[src/rtl/imem_port_arbiter_if.sv]
// Bundles the fetch, loader and memory-side signals of the I-memory arbiter.
// The slave modport is the arbiter's view. The master modport is the view of the
// environment that drives it (the IF stage, the loader and the memory array).
interface imem_port_arbiter_if #(
  parameter int IDX_W = 9
);
  // Fetch side
  logic             fetch_req;
  logic [31:0]      fetch_addr;
  logic             fetch_nop;
  logic             fetch_gnt;
  logic             fetch_valid;
  logic [31:0]      fetch_instr;
  logic             fetch_nop_out;
  // Loader side
  logic             ld_req;
  logic [31:0]      ld_addr;
  logic [31:0]      ld_wdata;
  logic             ld_gnt;
  // Memory side
  logic             mem_en;
  logic             mem_we;
  logic [IDX_W-1:0] mem_idx;
  logic [31:0]      mem_wdata;
  logic [31:0]      mem_rdata;
  // Status
  logic             misalign;

  modport slave (
    input  fetch_req, fetch_addr, fetch_nop, ld_req, ld_addr, ld_wdata, mem_rdata,
    output fetch_gnt, fetch_valid, fetch_instr, fetch_nop_out, ld_gnt,
           mem_en, mem_we, mem_idx, mem_wdata, misalign
  );

  modport master (
    output fetch_req, fetch_addr, fetch_nop, ld_req, ld_addr, ld_wdata, mem_rdata,
    input  fetch_gnt, fetch_valid, fetch_instr, fetch_nop_out, ld_gnt,
           mem_en, mem_we, mem_idx, mem_wdata, misalign
  );
endinterface

[src/rtl/imem_port_arbiter.sv]
// Shares the single-port instruction memory between the fetch stage and the
// program loader. The loader wins arbitration, but only for BURST_MAX
// consecutive grants while a fetch is waiting. Fetch reads return data one
// cycle after the grant. Bubbles return NOP_WORD without touching the memory.
module imem_port_arbiter #(
  parameter int          DEPTH     = 512,
  parameter int          IDX_W     = $clog2(DEPTH),
  parameter int          BURST_MAX = 8,
  parameter logic [31:0] NOP_WORD  = 32'h0000_0013
) (
  input logic               clk,
  input logic               rst,
  imem_port_arbiter_if.slave bus
);

  typedef enum logic [1:0] {OWN_IDLE, OWN_FETCH, OWN_LOAD} owner_t;

  localparam logic [7:0] BURST_MAX_C = 8'(BURST_MAX);

  owner_t      r_owner;
  owner_t      w_owner_nxt;
  logic [7:0]  r_burst_cnt;
  logic        r_resp_nop;
  logic [31:0] r_instr_hold;
  logic        r_misalign;

  logic        w_ld_gnt;
  logic        w_fetch_gnt;
  logic        w_resp_pend;
  logic        w_fetch_valid;
  logic [31:0] w_fetch_instr;
  logic        w_fetch_nop_out;
  logic        w_mem_en;
  logic        w_mem_we;
  logic [IDX_W-1:0] w_mem_idx;
  logic [31:0] w_mem_wdata;
  logic        w_access_misaligned;

  // Address bits above the word index wrap and are intentionally dropped.
  logic w_unused_addr_bits;
  assign w_unused_addr_bits = ^{bus.fetch_addr[31:IDX_W+2], bus.ld_addr[31:IDX_W+2]};

  // The loader wins unless a fetch is waiting and the burst budget is spent.
  // Both grants are forced low while reset is held.
  assign w_ld_gnt    = rst && bus.ld_req && (!bus.fetch_req || (r_burst_cnt < BURST_MAX_C));
  assign w_fetch_gnt = rst && bus.fetch_req && !w_ld_gnt;

  // A fetch granted last cycle means its response is due now.
  assign w_resp_pend = (r_owner == OWN_FETCH);

  // Owner register: records which requester held the port in the last cycle.
  always_ff @(posedge clk) begin
    // NOTE: sequential state uses non-blocking assignments so all flops
    // update from the same pre-edge values.
    if (!rst) r_owner <= OWN_IDLE;
    else      r_owner <= w_owner_nxt;
  end

  // Next owner: follows this cycle's grant.
  always_comb begin
    // NOTE: defaulting every combinational output first prevents latches.
    w_owner_nxt = OWN_IDLE;
    if (w_ld_gnt)         w_owner_nxt = OWN_LOAD;
    else if (w_fetch_gnt) w_owner_nxt = OWN_FETCH;
  end

  // Outputs: memory strobes for the current grant, and the response for last cycle's fetch.
  always_comb begin
    w_mem_en        = 1'b0;
    w_mem_we        = 1'b0;
    w_mem_idx       = bus.fetch_addr[IDX_W+1:2];
    w_mem_wdata     = '0;
    w_fetch_valid   = 1'b0;
    w_fetch_nop_out = 1'b0;
    w_fetch_instr   = r_instr_hold;
    if (w_ld_gnt) begin
      w_mem_en    = 1'b1;
      w_mem_we    = 1'b1;
      w_mem_idx   = bus.ld_addr[IDX_W+1:2];
      w_mem_wdata = bus.ld_wdata;
    end else if (w_fetch_gnt) begin
      w_mem_en = !bus.fetch_nop;
    end
    if (!rst) begin
      w_fetch_instr = NOP_WORD;
    end else if (w_resp_pend) begin
      w_fetch_valid   = 1'b1;
      w_fetch_nop_out = r_resp_nop;
      w_fetch_instr   = r_resp_nop ? NOP_WORD : bus.mem_rdata;
    end
  end

  assign w_access_misaligned = (w_ld_gnt    && (bus.ld_addr[1:0]    != 2'b00)) ||
                               (w_fetch_gnt && (bus.fetch_addr[1:0] != 2'b00));

  // Datapath state: burst budget, bubble tag, held instruction and sticky misalign flag.
  always_ff @(posedge clk) begin
    if (!rst) begin
      r_burst_cnt  <= '0;
      r_resp_nop   <= 1'b0;
      r_instr_hold <= NOP_WORD;
      r_misalign   <= 1'b0;
    end else begin
      if (w_fetch_gnt || !bus.ld_req)
        r_burst_cnt <= '0;
      else if (w_ld_gnt && bus.fetch_req && (r_burst_cnt != 8'hFF))
        r_burst_cnt <= r_burst_cnt + 8'd1;
      if (w_fetch_gnt) r_resp_nop <= bus.fetch_nop;
      if (w_fetch_valid) r_instr_hold <= w_fetch_instr;
      if (w_access_misaligned) r_misalign <= 1'b1;
    end
  end

  assign bus.ld_gnt        = w_ld_gnt;
  assign bus.fetch_gnt     = w_fetch_gnt;
  assign bus.fetch_valid   = w_fetch_valid;
  assign bus.fetch_instr   = w_fetch_instr;
  assign bus.fetch_nop_out = w_fetch_nop_out;
  assign bus.mem_en        = w_mem_en;
  assign bus.mem_we        = w_mem_we;
  assign bus.mem_idx       = w_mem_idx;
  assign bus.mem_wdata     = w_mem_wdata;
  assign bus.misalign      = r_misalign;

endmodule

[src/flat_wrapper.sv]
// flat-port wrapper written by rule: the top's interface ports become plain ports
module imem_port_arbiter_flat 
#(
  parameter int          DEPTH     = 512,
  parameter int          IDX_W     = $clog2(DEPTH),
  parameter int          BURST_MAX = 8,
  parameter logic [31:0] NOP_WORD  = 32'h0000_0013
)
  (clk, rst, bus_fetch_req, bus_fetch_addr, bus_fetch_nop, bus_ld_req, bus_ld_addr, bus_ld_wdata, bus_mem_rdata, bus_fetch_gnt, bus_fetch_valid, bus_fetch_instr, bus_fetch_nop_out, bus_ld_gnt, bus_mem_en, bus_mem_we, bus_mem_idx, bus_mem_wdata, bus_misalign);
  imem_port_arbiter_if #(.IDX_W(IDX_W)) bus_i ();
  input logic clk;
  input logic rst;
  input wire logic [$bits(bus_i.fetch_req)-1:0] bus_fetch_req;
  input wire logic [$bits(bus_i.fetch_addr)-1:0] bus_fetch_addr;
  input wire logic [$bits(bus_i.fetch_nop)-1:0] bus_fetch_nop;
  input wire logic [$bits(bus_i.ld_req)-1:0] bus_ld_req;
  input wire logic [$bits(bus_i.ld_addr)-1:0] bus_ld_addr;
  input wire logic [$bits(bus_i.ld_wdata)-1:0] bus_ld_wdata;
  input wire logic [$bits(bus_i.mem_rdata)-1:0] bus_mem_rdata;
  output wire logic [$bits(bus_i.fetch_gnt)-1:0] bus_fetch_gnt;
  output wire logic [$bits(bus_i.fetch_valid)-1:0] bus_fetch_valid;
  output wire logic [$bits(bus_i.fetch_instr)-1:0] bus_fetch_instr;
  output wire logic [$bits(bus_i.fetch_nop_out)-1:0] bus_fetch_nop_out;
  output wire logic [$bits(bus_i.ld_gnt)-1:0] bus_ld_gnt;
  output wire logic [$bits(bus_i.mem_en)-1:0] bus_mem_en;
  output wire logic [$bits(bus_i.mem_we)-1:0] bus_mem_we;
  output wire logic [$bits(bus_i.mem_idx)-1:0] bus_mem_idx;
  output wire logic [$bits(bus_i.mem_wdata)-1:0] bus_mem_wdata;
  output wire logic [$bits(bus_i.misalign)-1:0] bus_misalign;
  assign bus_i.fetch_req = bus_fetch_req;
  assign bus_i.fetch_addr = bus_fetch_addr;
  assign bus_i.fetch_nop = bus_fetch_nop;
  assign bus_i.ld_req = bus_ld_req;
  assign bus_i.ld_addr = bus_ld_addr;
  assign bus_i.ld_wdata = bus_ld_wdata;
  assign bus_i.mem_rdata = bus_mem_rdata;
  assign bus_fetch_gnt = bus_i.fetch_gnt;
  assign bus_fetch_valid = bus_i.fetch_valid;
  assign bus_fetch_instr = bus_i.fetch_instr;
  assign bus_fetch_nop_out = bus_i.fetch_nop_out;
  assign bus_ld_gnt = bus_i.ld_gnt;
  assign bus_mem_en = bus_i.mem_en;
  assign bus_mem_we = bus_i.mem_we;
  assign bus_mem_idx = bus_i.mem_idx;
  assign bus_mem_wdata = bus_i.mem_wdata;
  assign bus_misalign = bus_i.misalign;
  imem_port_arbiter #(.DEPTH(DEPTH), .IDX_W(IDX_W), .BURST_MAX(BURST_MAX), .NOP_WORD(NOP_WORD)) u_core (.clk(clk), .rst(rst), .bus(bus_i));
endmodule
[config.mk]
export PLATFORM = sky130hd
export DESIGN_NAME = imem_port_arbiter_flat
export DESIGN_NICKNAME = d
export VERILOG_FILES = /design/src/rtl/imem_port_arbiter_if.sv /design/src/rtl/imem_port_arbiter.sv /design/src/flat_wrapper.sv
export SDC_FILE = /design/constraint.sdc
export NUM_CORES = 1
export LEC_CHECK = 0
export ABC_CLOCK_PERIOD_IN_PS = 1900
export CORE_AREA = 4 4 80 82
export DETAILED_ROUTE_END_ITERATION = 8
export DIE_AREA = 0 0 84 86
export DONT_BUFFER_PORTS = 1
export PLACE_DENSITY = 0.62
export SKIP_CTS_REPAIR_TIMING = 1
export SYNTH_ARGS = -nofsm -noshare
export SYNTH_HDL_FRONTEND = slang
export SYNTH_SLANG_ARGS = --single-unit
[constraint.sdc]
create_clock -name clk -period 1.9 [get_ports clk]
set_input_delay 0.38 -clock clk [delete_from_list [all_inputs] [get_ports clk]]
set_output_delay 0.38 -clock clk [all_outputs]
set_load 0.05 [all_outputs]
==> flow_metrics.py <==
metrics = {
    "die": {
        "top_level_ports": 213,
        "fp.dieH_um": 86,
        "core-area_um2": 5746,
        "rows": 28,
        "dieArea_um2": 7224,
        "start_util_pct": 38.48,
        "die_width_um": 84,
    },
    "power": {
        "power_uw": 2296,
        "p_leak_uw": 0.001480,
        "ir_worst_vdd_mv": 0.4426,
        "p_per_area_nw_per_um2": 660.9,
    },
    "yosys": {
        "synth_xor_area_share_pct": 0,
        "synth_async_sr_flop_share_pct": 0,
        "synth_area_um2": 2211,
        "synth_flop_cell": "dfxtp_1",
        "synthSimpleGateAreaFrac_pct": 16.98,
        "yosys_warnings": 0,
        "yosys.area_share.adder_pct": 0.5659,
        "synth_top_area_cell": "dfxtp_1",
        "synth_cells": 220,
        "synth_mux_area_share_pct": 5.716,
        "synth_top_family_by_area": "compound AO/OA/AOI/OAI gates",
        "synth_top_area_share_pct": 39.84,
        "avgSynthCellArea_um2": 10.05,
        "synth_compound_area_share_pct": 30.62,
        "yosysMostFrequentCell": "a22o_1",
        "yosys-top-cells-count": "a22o_1, dfxtp_1, and2_1",
        "synth_edf_count": 0,
        "ys_seq_area_share_pct": 39.84,
        "syn-num-nets": 354,
        "synth.area.top_cells": "dfxtp_1, a22o_1, and2_1",
        "synth_cell_type_count": 33,
        "ys_ff_latch": 44,
    },
    "routing": {
        "drtAntennaViolNets": 0,
        "vias_per_cell": 5.881,
        "drt_wl_total_um": 7311,
        "vias": 1935,
        "drt_iter0_markers": 56,
        "avgRoutedWirePerCell_um": 22.22,
        "drc": 0,
        "drtPass1Iterations": 4,
    },
    "critical_path": {
        "crit_start": "u_core.r_burst_cnt[5]",
        "crit_path_end": "bus_mem_idx[8]",
        "critPathCaptureType": "output pin",
        "worstPathMaxFanout": 8,
        "cpMaxStageDelayCell": "mux2_4",
        "worstPathCellList": "nor3_4 -> a31o_4 -> buf_12 -> mux2_4",
        "worstSetupPathType": "reg -> out",
        "crit_buf_inv": 1,
        "worstPathRequired_ps": 1520,
        "r2r_slack_ps": 480,
        "worstPathArrival_ps": 1630,
        "rr_endpoint": "u_core.bus.misalign",
        "startpoint_type": "flop",
        "cpPeakStageDelay_ps": 390,
        "r2r-start": "u_core.r_burst_cnt[4]",
        "reg2reg_depth": 6,
        "critical_path.top_delay_family": "multiplexers",
        "cp.depth": 4,
    },
    "sta": {
        "worst_pin_slew_ps": 539.9,
        "slew_violations": 0,
        "setup-violations-final": 53,
        "slew_headroom_pct": 63.96,
        "whs_ps": 188.3,
        "rsz0062_at_grt": "yes",
        "hold_viol": 0,
        "min_period_over_period_pct": 105.9,
        "fmax_mhz": 497.1,
        "finalCriticalPeriod_ps": 2012,
        "layout_setup_ws_ps": -111.7,
        "clock_skew_ps": 5.148,
    },
    "grt": {
        "antenna_found_initial": 0,
        "track_usage_pct": 16.49,
        "grt_pass1_vias": 1790,
        "overflow": 0,
        "grt_pass1_wl_um": 9473,
        "grt_max_degree": 59,
    },
    "clock_tree": {
        "clk_latency_ps": 290,
        "numCtsBuffers": 5,
        "clkSinkCount": 44,
        "h-tree-depth": 2,
        "clockRootBuffer": "clkbuf_8",
        "cts_tree": "yes",
        "ctsLongestPathBuffers": 2,
        "clkSlewWorstSetupHoldPaths_ps": 80,
    },
    "place": {
        "dp_hpwl_um": 4929,
        "gp_congestion": 0.8019,
        "placed_cell_area_um2": 2950,
        "portBuffers": 0,
    },
    "layout": {
        "final_area_um2": 3475,
        "num-nets-final": 387,
        "fillCellCount": 485,
        "num_antenna_cells": 0,
        "layout-drive-gt1-share_pct": 53.94,
        "syn2layout_area_growth_pct": 57.16,
    },
    "outcome": {
        "status": "finished with violations",
        "violations": "setup timing",
    },
    "flow_run": {
        "maxCapViolCount": 0,
    },
    "hold_path": {
        "min_path_type": "in -> reg",
    },
}
per-layer routing:
| layer | global-route usage [%] | vias up | wire (µm) | share of wire, % |
|---|---|---|---|---|
| li1 | - | 889 | - | - |
| met1 | 20.01 | 924 | 3072 | 42 |
| met2 | 26.03 | 114 | 3339 | 46 |
| met3 | 8.261 | 8 | 845 | 12 |
| met4 | 4.386 | 0 | 53 | 0.72 |
| met5 | 0 | - | 0 | 0 |
cells in the final DEF (no fill, tap or decap), drive strengths merged, types with 3 or more instances in the layout:
cell,n
o22a,7
clkbuf,11
a31oi,5
nand2,8
mux2,9
buf,43
a22o,58
inv,3
a31o,3
and2,39
dfxtp,44
stage by stage:
stage	instances	worst slack, ps	utilization [%]	setup TNS (ps)
after floorplan	220	-19.00	-	-76.01
after detailed placement	312	37.49	51.35	0
after global routing	329	-185.5	60.47	-7149
after CTS	320	-191.1	52.96	-4147
final	329	-111.7	60.47	-2274
after global placement	312	42.67	51.35	0
sequential cells by signal, indices dropped and copies added, names as in the netlist:
name / cells
u_core.bus.misalign: 1
u_core.r_resp_nop: 1
u_core.r_burst_cnt: 8
u_core.r_instr_hold: 32
u_core.r_owner: 2
cell type report:
cell class	count	area, µm²	area share (%)
repair buffers	48	854.6	24.59
clock inverters	2	10.01	0.2881
well taps	75	93.84	2.701
flip-flops and latches	44	883.3	25.42
inverters	3	11.26	0.3241
clock buffers	6	82.58	2.377
multi-input cells	151	1539	44.29
cells by family after synthesis:
logic type                 count (synthesis)
adders and majority gates                  1
buffers and inverters                     25
muxes                                     10
and+or+nand+nor                           60
DFF                                       44
AOI/OAI and AO/OA                         80
power by group:
| group | switching (µW) | total, µW | internal [µW] |
|---|---|---|---|
| sequential | 28.4 | 976 | 948 |
| combinational | 439 | 725 | 286 |
| clock | 305 | 595 | 290 |
worst min path at each step:
| stage | from | to | slack (ps) | cells after the start |
|---|---|---|---|---|
| floorplan | u_core.r_instr_hold[0] | u_core.r_instr_hold[0] | 440 | 1 |
| global placement | u_core.r_instr_hold[1] | u_core.r_instr_hold[1] | 440 | 1 |
| detailed placement | u_core.r_instr_hold[4] | u_core.r_instr_hold[4] | 450 | 1 |
| CTS | bus_ld_req | u_core.r_owner[0] | 180 | 1 |
| global route | bus_ld_req | u_core.r_owner[0] | 180 | 1 |
| finish | bus_ld_req | u_core.r_owner[0] | 190 | 1 |
Power figures use the tool's default switching activity.
